===== src/rtl/rst_seq_pkg.sv =====
// Shared types and constants for the reset sequencer: FSM states, reset-cause bit
// positions and the counter-width helper.
package rst_seq_pkg;

    typedef enum logic [1:0] {
        HOLD    = 2'd0,
        RELEASE = 2'd1,
        RUN     = 2'd2
    } seq_state_e;

    localparam int CAUSE_W    = 3;
    localparam int CAUSE_LOCK = 0;
    localparam int CAUSE_BTN  = 1;
    localparam int CAUSE_SOFT = 2;

    // Power-on is logged as a lock-class cause.
    localparam logic [CAUSE_W-1:0] CAUSE_RST_VAL = 3'b001;

    // Width of a counter that must hold 0 .. n-1 (never narrower than one bit).
    function automatic int cnt_w(input int n);
        return (n > 1) ? $clog2(n) : 1;
    endfunction

endpackage


===== src/rtl/sync_bit.sv =====
// Single-bit multi-flop synchroniser with an asynchronous, active-high reset
// that loads a chosen idle value into every stage.
module sync_bit #(
    parameter int   STAGES  = 2,
    parameter logic RST_VAL = 1'b0
) (
    input  logic clk,
    input  logic rst,
    input  logic d,
    output logic q
);

    logic [STAGES-1:0] chain;

    // NOTE: sequential state uses non-blocking assignments so every flop samples pre-edge values.
    always_ff @(posedge clk or posedge rst) begin
        if (rst) begin
            chain <= {STAGES{RST_VAL}};
        end else begin
            chain <= {chain[STAGES-2:0], d};
        end
    end

    assign q = chain[STAGES-1];

endmodule


===== src/rtl/rst_seq_ctrl.sv =====
// Reset sequencer: merges lock loss, debounced pushbutton and MCU soft requests into one
// reset event, then releases N_CH active-low domains in index order with a fixed stagger.
module rst_seq_ctrl
    import rst_seq_pkg::*;
#(
    parameter int N_CH        = 3,
    parameter int SYNC_STAGES = 2,
    parameter int DEB_CYC     = 1024,
    parameter int HOLD_CYC    = 32,
    parameter int STAGGER_CYC = 16
) (
    input  logic               hclk,
    input  logic               sys_rst,
    input  logic               pll_locked,
    input  logic               btn_rst_n,
    input  logic               soft_rst_req,
    input  logic               rst_cause_clr,
    output logic [N_CH-1:0]    rst_n_out,
    output logic               sys_ready,
    output logic [CAUSE_W-1:0] rst_cause
);

    localparam int DEB_W  = cnt_w(DEB_CYC);
    localparam int HOLD_W = cnt_w(HOLD_CYC);
    localparam int STG_W  = cnt_w(STAGGER_CYC);
    localparam int IDX_W  = cnt_w(N_CH + 1);

    logic               lock_s, btn_s;
    logic               lock_prev, btn_deb, btn_deb_prev;
    logic [DEB_W-1:0]   deb_cnt;
    logic [CAUSE_W-1:0] cause_set;
    logic               trigger;

    seq_state_e         state_q, state_d;
    logic [HOLD_W-1:0]  hold_q, hold_d;
    logic [STG_W-1:0]   stg_q, stg_d;
    logic [IDX_W-1:0]   idx_q, idx_d;
    logic [N_CH-1:0]    rst_n_q, rst_n_d;
    logic               ready_q, ready_d;
    logic [CAUSE_W-1:0] cause_q, cause_d;

    sync_bit #(.STAGES(SYNC_STAGES), .RST_VAL(1'b0)) u_sync_lock (
        .clk (hclk),
        .rst (sys_rst),
        .d   (pll_locked),
        .q   (lock_s)
    );

    sync_bit #(.STAGES(SYNC_STAGES), .RST_VAL(1'b1)) u_sync_btn (
        .clk (hclk),
        .rst (sys_rst),
        .d   (btn_rst_n),
        .q   (btn_s)
    );

    // Debounce: btn_deb follows btn_s only after DEB_CYC consecutive differing cycles.
    always_ff @(posedge hclk or posedge sys_rst) begin
        if (sys_rst) begin
            lock_prev    <= 1'b0;
            btn_deb      <= 1'b1;
            btn_deb_prev <= 1'b1;
            deb_cnt      <= '0;
        end else begin
            lock_prev    <= lock_s;
            btn_deb_prev <= btn_deb;
            if (btn_s == btn_deb) begin
                deb_cnt <= '0;
            end else if (deb_cnt == DEB_W'(DEB_CYC - 1)) begin
                btn_deb <= btn_s;
                deb_cnt <= '0;
            end else begin
                deb_cnt <= deb_cnt + DEB_W'(1);
            end
        end
    end

    always_comb begin
        cause_set             = '0;
        cause_set[CAUSE_LOCK] = lock_prev & ~lock_s;
        cause_set[CAUSE_BTN]  = btn_deb_prev & ~btn_deb;
        cause_set[CAUSE_SOFT] = soft_rst_req;
    end

    assign trigger = |cause_set;

    always_comb begin
        // NOTE: every output of this block gets a default first, so no path can infer a latch.
        state_d = state_q;
        hold_d  = hold_q;
        stg_d   = stg_q;
        idx_d   = idx_q;
        rst_n_d = rst_n_q;
        ready_d = ready_q;
        cause_d = rst_cause_clr ? cause_set : (cause_q | cause_set);

        if (trigger) begin
            state_d = HOLD;
            hold_d  = '0;
            stg_d   = '0;
            idx_d   = '0;
            rst_n_d = '0;
            ready_d = 1'b0;
        end else begin
            case (state_q)
                HOLD: begin
                    if (!(lock_s && btn_deb)) begin
                        hold_d = '0;
                    end else if (hold_q == HOLD_W'(HOLD_CYC - 1)) begin
                        hold_d     = '0;
                        stg_d      = '0;
                        idx_d      = IDX_W'(1);
                        rst_n_d[0] = 1'b1;
                        if (N_CH == 1) begin
                            state_d = RUN;
                            ready_d = 1'b1;
                        end else begin
                            state_d = RELEASE;
                        end
                    end else begin
                        hold_d = hold_q + HOLD_W'(1);
                    end
                end
                RELEASE: begin
                    if (stg_q == STG_W'(STAGGER_CYC - 1)) begin
                        // Release bits only accumulate; a reset event clears them all at once.
                        stg_d   = '0;
                        rst_n_d = rst_n_q | (N_CH'(1) << idx_q);
                        idx_d   = idx_q + IDX_W'(1);
                        if (idx_q == IDX_W'(N_CH - 1)) begin
                            state_d = RUN;
                            ready_d = 1'b1;
                        end
                    end else begin
                        stg_d = stg_q + STG_W'(1);
                    end
                end
                RUN: begin
                end
                default: begin
                    state_d = HOLD;
                    rst_n_d = '0;
                    ready_d = 1'b0;
                end
            endcase
        end
    end

    always_ff @(posedge hclk or posedge sys_rst) begin
        if (sys_rst) begin
            state_q <= HOLD;
            hold_q  <= '0;
            stg_q   <= '0;
            idx_q   <= '0;
            rst_n_q <= '0;
            ready_q <= 1'b0;
            cause_q <= CAUSE_RST_VAL;
        end else begin
            state_q <= state_d;
            hold_q  <= hold_d;
            stg_q   <= stg_d;
            idx_q   <= idx_d;
            rst_n_q <= rst_n_d;
            ready_q <= ready_d;
            cause_q <= cause_d;
        end
    end

    assign rst_n_out = rst_n_q;
    assign sys_ready = ready_q;
    assign rst_cause = cause_q;

endmodule

===== config.mk =====
export PLATFORM = sky130hd
export DESIGN_NAME = rst_seq_ctrl
export DESIGN_NICKNAME = d
export VERILOG_FILES = /design/src/rtl/rst_seq_pkg.sv /design/src/rtl/sync_bit.sv /design/src/rtl/rst_seq_ctrl.sv
export SDC_FILE = /design/constraint.sdc
export NUM_CORES = 1
export LEC_CHECK = 0
export BUFFER_PORTS_ARGS = -buffer_cell sky130_fd_sc_hd__buf_2
export CAP_MARGIN = 20
export CORE_AREA = 2 2 53 65
export DETAILED_ROUTE_END_ITERATION = 12
export DIE_AREA = 0 0 55 67
export GPL_ROUTABILITY_DRIVEN = 0
export PLACE_DENSITY_LB_ADDON = 0.15
export SLEW_MARGIN = 40
export SYNTH_ARGS = -nofsm -noshare
export SYNTH_HDL_FRONTEND = slang
export SYNTH_SLANG_ARGS = --single-unit

===== constraint.sdc =====
create_clock -name hclk -period 4.3 [get_ports hclk]
set_clock_uncertainty 0.05 [all_clocks]
set_input_delay 0.86 -clock hclk [delete_from_list [all_inputs] [get_ports hclk]]
set_output_delay 0.86 -clock hclk [all_outputs]
set_load 0.01 [all_outputs]

# ---- Word-level counts from Yosys, hierarchy flattened
# Index checks and enable logic that the tools add are counted.
dict set report word_totals {
  out_inout_bits 7
  register_bits 37
  wordCells 83
  input_bits 6
}
dict set report classes {
  n_addsub 4
  bitwise_logic 7
  eq_ne 13
  n_reduce_logical 13
  mux 31
  shifts 1
}
# operator count
set ops {}
lappend ops {{$mux W10} 2}
lappend ops {{$mux W5} 4}
lappend ops {{$mux W4} 4}
lappend ops {{$mux W2} 7}
lappend ops {{$ne A3 B3 Y1 const B} 4}
lappend ops {{$add A10 B1 Y10 const B} 1}
lappend ops {{$eq A10 B10 Y1 const B} 1}
lappend ops {{$mux W3} 3}
lappend ops {{$pmux W2 S2} 2}
lappend ops {{$pmux W4 S2} 1}
lappend ops {{$reduce_and A4 Y1} 2}
lappend ops {{$or A3 B3 Y3} 2}
lappend ops {{$pmux W2 S3} 1}
lappend ops {{$reduce_and A3 Y1} 2}
lappend ops {{$add A5 B1 Y5 const B} 1}
lappend ops {{$eq A5 B5 Y1 const B} 1}
lappend ops {{$mux W1} 5}
lappend ops {{$reduce_and A5 Y1} 1}
lappend ops {{$add A4 B1 Y4 const B} 1}
lappend ops {{$eq A2 B2 Y1 const B} 2}
lappend ops {{$eq A4 B4 Y1 const B} 1}
lappend ops {{$reduce_and A2 Y1} 2}
lappend ops {{$not A1 Y1} 3}
lappend ops {{$pmux W1 S3} 1}
lappend ops {{14 further kinds} 15}

# ---- Longest topological paths before layout
# Gate-level depths: netlist of the first run.
dict set report logic_depth {
  ltp_word 5
  mapped_depth 6
  ltp_nobuf 6
}

# ---- By module
# A second synthesis of the first run with hierarchy kept.
dict set report hier_totals {
  hier_cells 174
  area_unflattened_um2 1781.7
}
# mod cells_per_inst instances area_per_inst_um2 seq_area_each_um2
set modules_own_cells {}
lappend modules_own_cells {rst_seq_ctrl 168 1 1671.6 829.5}
lappend modules_own_cells {{sync_bit at u_sync_btn} 3 1 56.3 52.6}
lappend modules_own_cells {{sync_bit at u_sync_lock} 3 1 53.8 50.0}

# ---- Worst setup path after synthesis of the first run
# No wires, ideal clock.
dict set report synth_path {
  path_type {in2reg}
  startpoint {input port soft_rst_req}
  endpoint {register stg_q[3]}
  arrival_time_ps 1443
  path_stages 4
  setup_ps 99
  required_ps 4151
  slack_ps 2708
  n_path_buf 1
  cell_sequence {inv_1 nand3_1 clkbuf_1 a311oi_1}
}
dict set report synth_between {
  elab_chain_cells 3
  word_cells_on_any_way 6
  cone_classes {eq/ne (2); mux (1); reduce/logical (3)}
}
# element line
set synth_lines {}
lappend synth_lines {{from (decl)} rst_seq_ctrl.sv:16} ;# input logic soft_rst_req,
lappend synth_lines {{$reduce_or A3 Y1 (*)} rst_seq_ctrl.sv:84} ;# assign trigger = |cause_set;
lappend synth_lines {{$ne A3 B3 Y1 (no line) / $reduce_bool A3 Y1 (equally long branches)} --}
lappend synth_lines {{$reduce_and A3 Y1 (no line)} --}
lappend synth_lines {{to (signal assigned)} rst_seq_ctrl.sv:160} ;# stg_q <= stg_d;
lappend synth_lines {{to (decl)} rst_seq_ctrl.sv:36} ;# logic [STG_W-1:0] stg_q, stg_d;
# Mark *: on every way between the ends. The rest lies on a longest branch, timed or not.
# A chain may end at the register's enable or synchronous reset.

# ---- Worst setup path after layout of the first run
dict set report layout_path {
  startpoint {register cause_q[0], in the netlist rst_cause[0]}
  endpoint {output port rst_cause[0]}
}
# element line
set layout_rtl {}
lappend layout_rtl {{from (decl)} rst_seq_ctrl.sv:40} ;# logic [CAUSE_W-1:0] cause_q, cause_d;
lappend layout_rtl {{from (signal assigned)} rst_seq_ctrl.sv:164} ;# cause_q <= cause_d;
lappend layout_rtl {{to (decl)} rst_seq_ctrl.sv:20} ;# output logic [CAUSE_W-1:0] rst_cause
# No word-level cell between the ends.

==> results.yml, run 1 <==
cts:
  cts.sinks: 37
  clk_path_buf_depth: 2
  insertion_delay_ns: 0.33
  numCtsBuffers: 5
  cts-root-buf: "clkbuf_4"
  cts_resized: 0
  cts_tree: "done"
  clk_pin_slew_ns: 0.10
  post_cts_buffers: 0
  hold_buffers: 0
  cts_max_level: 2
timing:
  post-route-period-util_pct: 44.2
  finalSetupTns_ns: 0
  holdWs_ns: 0.312
  max_freq_mhz: 526
  final_hold_viol_count: 0
  layout_min_cycle_time_ns: 1.90
  rsz0062_at_grt: "no"
  finalSetupViolCount: 0
  slew_violations: 0
  slew_headroom_pct: 59.3
  worst_pin_slew_ns: 0.605
grt:
  busiest_layer: "met2"
  grt_antenna_before_repair: 0
  grt_max_degree: 38
  grt.met2_usage_pct: 36.0
  grt_use_total_pct: 21.7
  grt_pass1_wl_microns: 5660
  use_met3_pct: 4.93
  grtUsageMet1_pct: 25.4
  grt_pass1_vias: 1294
  grt_overflow: 0
finish:
  register_area_sq_um: 932
  syn_to_final_growth_pct: 7.50
  drive_gt1_share_pct: 15.6
  n_fill_cell: 255
  multi_input_area_sq_um: 774
  nets: 198
  antenna_cells: 0
synthesis:
  synthTopCellsByArea: "dfrtp_1, dfstp_2, ha_1"
  synth-compound-area-share_pct: 15.4
  syn_area_sq_mm: 0.00179
  synthMuxAreaShare_pct: 1.19
  synth_edf_count: 0
  synth_xor_area_share_pct: 2.45
  synth_warnings: 0
  ys_seq_area_share_pct: 52.2
  synth_top_area_share_pct: 44.8
  synth_top_flop_cell: "dfrtp_1"
  syn_avg_cell_area_sq_um: 10.4
  synth-simple-area-share_pct: 19.4
  synthAdderAreaFrac_pct: 4.91
  synth_nets: 185
  synth_area_leader_cell: "dfrtp_1"
  synth_top_family_by_area: "simple AND/OR/NAND/NOR gates"
  synth_cells: 172
  yosys.cell_types.count: 39
  ys_ff_latch: 37
  synthArstFlopShare_pct: 100
worst_hold_path:
  hold_path.class: "flop to flop"
pwr:
  power.leakage_nw: 0.836
  p_per_area_mw_per_mm2: 291
  ir_drop_mv: 0.263
  report.power.total_mw: 0.559
die:
  die_y_microns: 67
  die_w_microns: 55
  initial_utilization_pct: 59.0
  row_count: 22
  num_io_pins: 13
  dieArea_sq_mm: 0.00369
  core-area_sq_mm: 0.00303
job:
  cap_violations: 0
routing:
  wire_per_inst_microns: 14.9
  drtAntennaViolNets: 0
  route.detailed.drc: 0
  viasPerCell: 6.04
  dr.pass1.iters: 4
  num_vias: 1341
  drt_iter0_markers: 37
  wirelength_microns: 3310
critical_path:
  critical_path.max_stage_delay_ns: 0.54
  critPathBufInv: 1
  cp_top_family: "flip-flops"
  critPathKind: "flop to output port"
  cp.required_ns: 3.39
  endpoint_kind: "output port"
  cp-start-kind: "flop"
  crit_chain: "buf_2"
  crit_fanout: 2
  cp.arrival_ns: 0.99
  crit_slowest_cell: "dfstp_2"
run_status:
  outcome: "completed"
placement:
  port_buffers: 12
  dp_hpwl_microns: 2300
==> Yosys cell counts (2+ instances only) <==
master and count:
o211ai_1 2, xor2_1 3, buf_2 2, xnor2_1 2, a31oi_1 4, o21ai_0 10, nand4b_1 3, a311oi_1 2
o31ai_1 3, or4_1 2, nand2_1 7, or3_1 4, dfstp_2 5, dfrtp_1 32, a21oi_1 11, inv_1 13
a41oi_1 2, ha_1 7, nand2b_1 5, nor2b_1 4, a211oi_1 5, clkbuf_1 4, nor3_1 4, and3_1 3
nor2_1 7, nand3_1 13
==> stage by stage <==
step	instances	utilization (%)	area [sq um]	setup WS, ns
floorplan	172	-	1790	2.57
global placement	214	61.7	1870	2.38
detailed placement	214	61.7	1870	2.26
CTS	222	63.4	1920	2.38
global route	222	63.4	1920	2.35
finish	222	63.4	1920	2.40
==> final timing paths <==
kind | startpoint | cells after the start | end | slack, ns
max in group asynchronous | sys_rst | 3 | btn_deb_prev | 3.30
min reg2reg | u_sync_btn.chain[0] | 0 | u_sync_btn.chain[1] | 0.31
max | rst_cause[0] | 1 | rst_cause[0] | 2.40
min | u_sync_btn.chain[0] | 0 | u_sync_btn.chain[1] | 0.31
max reg2reg | state_q[0] | 3 | stg_q[3] | 2.54
min in group asynchronous | sys_rst | 3 | u_sync_lock.chain[0] | 0.56
==> layout make-up <==
type,instances,share of cell area (%)
clock buffer,6,2.15
clock inverter,2,0.522
multi-input combinational,115,40.4
tap,36,2.35
sequential,37,48.6
timing repair buffer,13,3.52
inverter,13,2.54
==> kinds of logic (layout without fill, tap and decap cells) <==
kind of cell,Yosys count,count (layout)
compound gates,43,43
xor+xnor,5,5
fa+ha+maj,7,7
buf+inv,20,34
flops,37,37
mux,2,2
simple gates,58,58
==> cell usage in the layout, fill, tap and decap left out, drive strengths merged <==
cell type / n
dfrtp: 32
inv: 13
nand3: 13
buf: 13
a21oi: 11
o21ai: 10
nand2: 7
nor2: 7
ha: 7
clkbuf: 6
nand2b: 5
a211oi: 5
dfstp: 5
nor2b: 4
nor3: 4
a31oi: 4
or3: 4
nand4b: 3
and3: 3
o31ai: 3
xor2: 3
a41oi: 2
a311oi: 2
or4: 2
xnor2: 2
o211ai: 2
clkinv: 2
nand4: 2
a311o: 1
and4bb: 1
mux2: 1
and4b: 1
o32ai: 1
and4: 1
mux2i: 1
nor3b: 1
o2111ai: 1
o21a: 1
==> per-layer routing <==
layer,routed length [microns],vias up
met3,112,5
met4,53,0
li1,-,658
met1,1430,647
met5,0,-
met2,1720,31
==> report_power, final <==
group | internal, mW | switching, mW | total [mW] | leakage, nW
Sequential | 0.355 | 0.00544 | 0.361 | 0.487
Combinational | 0.00791 | 0.0184 | 0.0263 | 0.317
Clock | 0.0623 | 0.109 | 0.172 | 0.0320
Total | 0.426 | 0.133 | 0.559 | 0.836
==> state kept, by name (all words and copies together), names as in the netlist <==
register,count
state_q,2
btn_deb_prev,1
lock_prev,1
btn_deb,1
deb_cnt,10
rst_n_out,3
rst_cause,3
idx_q,2
stg_q,4
hold_q,5
sys_ready,1
u_sync_btn.chain,2
u_sync_lock.chain,2
Note: power is estimated with default switching activity, not from simulation.
==> inputs of run 2 (changes only) <==
Settings changed: ABC_AREA from default to 1, CORE_AREA 2 2 53 65 to 2 2 57 70, DIE_AREA 0 0 55 67 to 0 0 59 72.
Clock period 4.3 ns to 1.57 ns, I/O delays scaled along.
==> run 2 against run 1 <==
  * Via count up 0.45%
  * Worst setup slack lost 2.4 ns
  * Sequential power grew to 2.9 times the previous value
  * Sequential cell count is the same
  * Critical path depth grew 7
  * Register-to-register slack lost 2.5 ns
  * Largest cell class unchanged
  * Largest power group unchanged
  * Highest routed layer unchanged
==> results.yml, run 2 <==
run_status:
  outcome: "completed"
finish:
  largest_registers: "deb_cnt: 10 flops, hold_q: 5 flops, stg_q: 4 flops"
  layout_commonest_cell: "nand2_1"
  antenna_cells: 0
  nets: 237
  largest_register_ffs: 10
  drive_gt1_share_pct: 27.6
  top_register: "deb_cnt"
  final_cell_mix: "nand2_1, dfrtp_1, inv_1"
  syn_to_final_growth_pct: 14.5
grt:
  grt.met2_usage_pct: 27.7
  grt_pass1_wl_microns: 5590
  use_met3_pct: 4.99
  grt_pass1_vias: 1305
  busiest_layer: "met2"
  grtUsageMet1_pct: 21.5
  grt_use_total_pct: 17.2
  grt_overflow: 0
  grt_max_degree: 38
  grt_antenna_before_repair: 0
timing:
  worst_pin_slew_ns: 0.453
  finalSetupViolCount: 0
  post-route-period-util_pct: 98.1
  slew_violations: 0
  max_freq_mhz: 649
  final_hold_viol_count: 0
  slew_headroom_pct: 69.8
  rsz0062_at_grt: "yes"
  layout_min_cycle_time_ns: 1.54
  holdWs_ns: 0.0623
worst_hold_path:
  hold_path.class: "primary input to async pin"
synthesis:
  ys_ff_latch: 37
  synth_nets: 210
  synthAdderAreaFrac_pct: 4.74
  syn_area_sq_mm: 0.00185
  synth_top_flop_cell: "dfrtp_1"
  synthArstFlopShare_pct: 100
  yosys.cell_types.count: 30
  synth_edf_count: 0
  synthTopCellsByCount: "nand2_1, dfrtp_1, inv_1"
  synth_top_area_share_pct: 43.3
  synth_top_family_by_area: "simple AND/OR/NAND/NOR gates"
  ys_seq_area_share_pct: 50.4
  synth-simple-area-share_pct: 30.4
  synth-compound-area-share_pct: 5.75
  syn_avg_cell_area_sq_um: 9.39
  synth_warnings: 0
  synthTopCellsByArea: "dfrtp_1, nand2_1, dfstp_2"
  synth_area_leader_cell: "dfrtp_1"
  synthMuxAreaShare_pct: 0
  synth.most_common_cell: "nand2_1"
  synth_cells: 197
  synth_xor_area_share_pct: 3.79
die:
  num_io_pins: 13
  die_y_microns: 72
  initial_utilization_pct: 52.2
  row_count: 24
  dieArea_sq_mm: 0.00425
  core-area_sq_mm: 0.00354
  die_w_microns: 59
critical_path:
  endpoint_kind: "flop"
  critPathKind: "flop to flop"
  crit_fanout: 3
  cp.arrival_ns: 1.72
  cp-start-kind: "flop"
  cp.required_ns: 1.75
  rr_worst_depth: 8
cts:
  cts_tree: "done"
  clk_path_buf_depth: 2
  cts.sinks: 37
  cts_max_level: 2
  insertion_delay_ns: 0.29
  numCtsBuffers: 5
  clk_pin_slew_ns: 0.07
  cts-root-buf: "clkbuf_8"
pwr:
  power.leakage_nw: 1.08
  report.power.total_mw: 2.03
  p_per_area_mw_per_mm2: 960
  ir_drop_mv: 0.671
routing:
  num_vias: 1347
  drt_iter0_markers: 30
  wirelength_microns: 3290
  dr.pass1.iters: 4
  viasPerCell: 5.10
  route.detailed.drc: 0
  drtAntennaViolNets: 0
  wire_per_inst_microns: 12.5
placement:
  dp_hpwl_microns: 2320
  port_buffers: 12
job:
  cap_violations: 0
-- run 2: cell types whose count changed after synthesis, sizes merged, moves of 4 or more --
cell / delta
a21oi: -6
nand2: +50
nor2b: -4
inv: +11
xor2: +5
nor2: +12
a211oi: -5
a31oi: -4
nand2b: -5
or3: -4
clkbuf: -5
-- run 2: critical path, cell delays in order (launching register included) --
cell and delay [ns]:
dfrtp_1 0.38, ha_2 0.19, nand2_1 0.06, nor2_1 0.10, ha_2 0.20, nand2_2 0.08, o211ai_1 0.24, nand3_1 0.11
nand2_1 0.08
-- run 2: logic make-up (layout without fill, tap and decap cells) --
| logic type | count (synthesis) | count (layout) |
|---|---|---|
| and+or+nand+nor | 104 | 104 |
| DFF | 37 | 37 |
| buffers and inverters | 24 | 52 |
| AOI/OAI and AO/OA | 17 | 17 |
| xor gates and xnor gates | 8 | 8 |
| adders and majority gates | 7 | 7 |
-- run 2: metal layers --
| metal | vias to the layer above | wire, microns |
|---|---|---|
| met2 | 25 | 1620 |
| met4 | 0 | 65 |
| met1 | 626 | 1470 |
| met5 | - | 0 |
| met3 | 9 | 129 |
| li1 | 687 | - |
-- run 2: final cells by class --
class / count / area, sq um
Fill cell: 312 / 1430
Sequential cell: 37 / 932
Multi-Input combinational cell: 136 / 837
Timing Repair Buffer: 20 / 120
Clock buffer: 8 / 90.1
Inverter: 24 / 90.1
Tap cell: 39 / 48.8
-- run 2: final timing paths --
path / start / endpoint / slack (ns)
max in group asynchronous: sys_rst / rst_cause[0] / 1.05
worst min-delay path: sys_rst / hold_q[3] / 0.06
worst max register to register: hold_q[1] / rst_n_out[0] / 0.03
worst max-delay path: hold_q[1] / rst_n_out[0] / 0.03
worst min register to register: u_sync_btn.chain[0] / u_sync_btn.chain[1] / 0.31
min in group hclk: btn_rst_n / u_sync_btn.chain[0] / 0.08
-- run 2: stage by stage --
| stage | setup WS [ns] | utilization [%] | std cells | instance area [sq um] | setup TNS [ns] |
|---|---|---|---|---|---|
| 6_report | 0.0298 | 59.8 | 264 | 2120 | 0 |
| 3_3_place_gp | 0.0859 | 56.1 | 252 | 1990 | 0 |
| 3_5_place_dp | 0.0231 | 56.1 | 252 | 1990 | 0 |
| 5_1_grt | -0.0830 | 59.8 | 264 | 2120 | -0.269 |
| 4_1_cts | 0.0198 | 58.7 | 260 | 2080 | 0 |
| 2_1_floorplan | 0.114 | - | 197 | 1850 | 0 |
-- run 2: power by group --
group / internal (mW) / leakage, nW / switching, mW
Sequential: 1.01 / 0.482 / 0.0387
Clock: 0.358 / 0.0455 / 0.319
Combinational: 0.108 / 0.556 / 0.205
Total: 1.47 / 1.08 / 0.563
-- run 2: repair_timing --
item | in CTS | in global routing
resized for setup | 0 | 4
setup buffers | 0 | 4
hold buffers | 0 | 0
endpoints found under the setup margin | 0 | 15
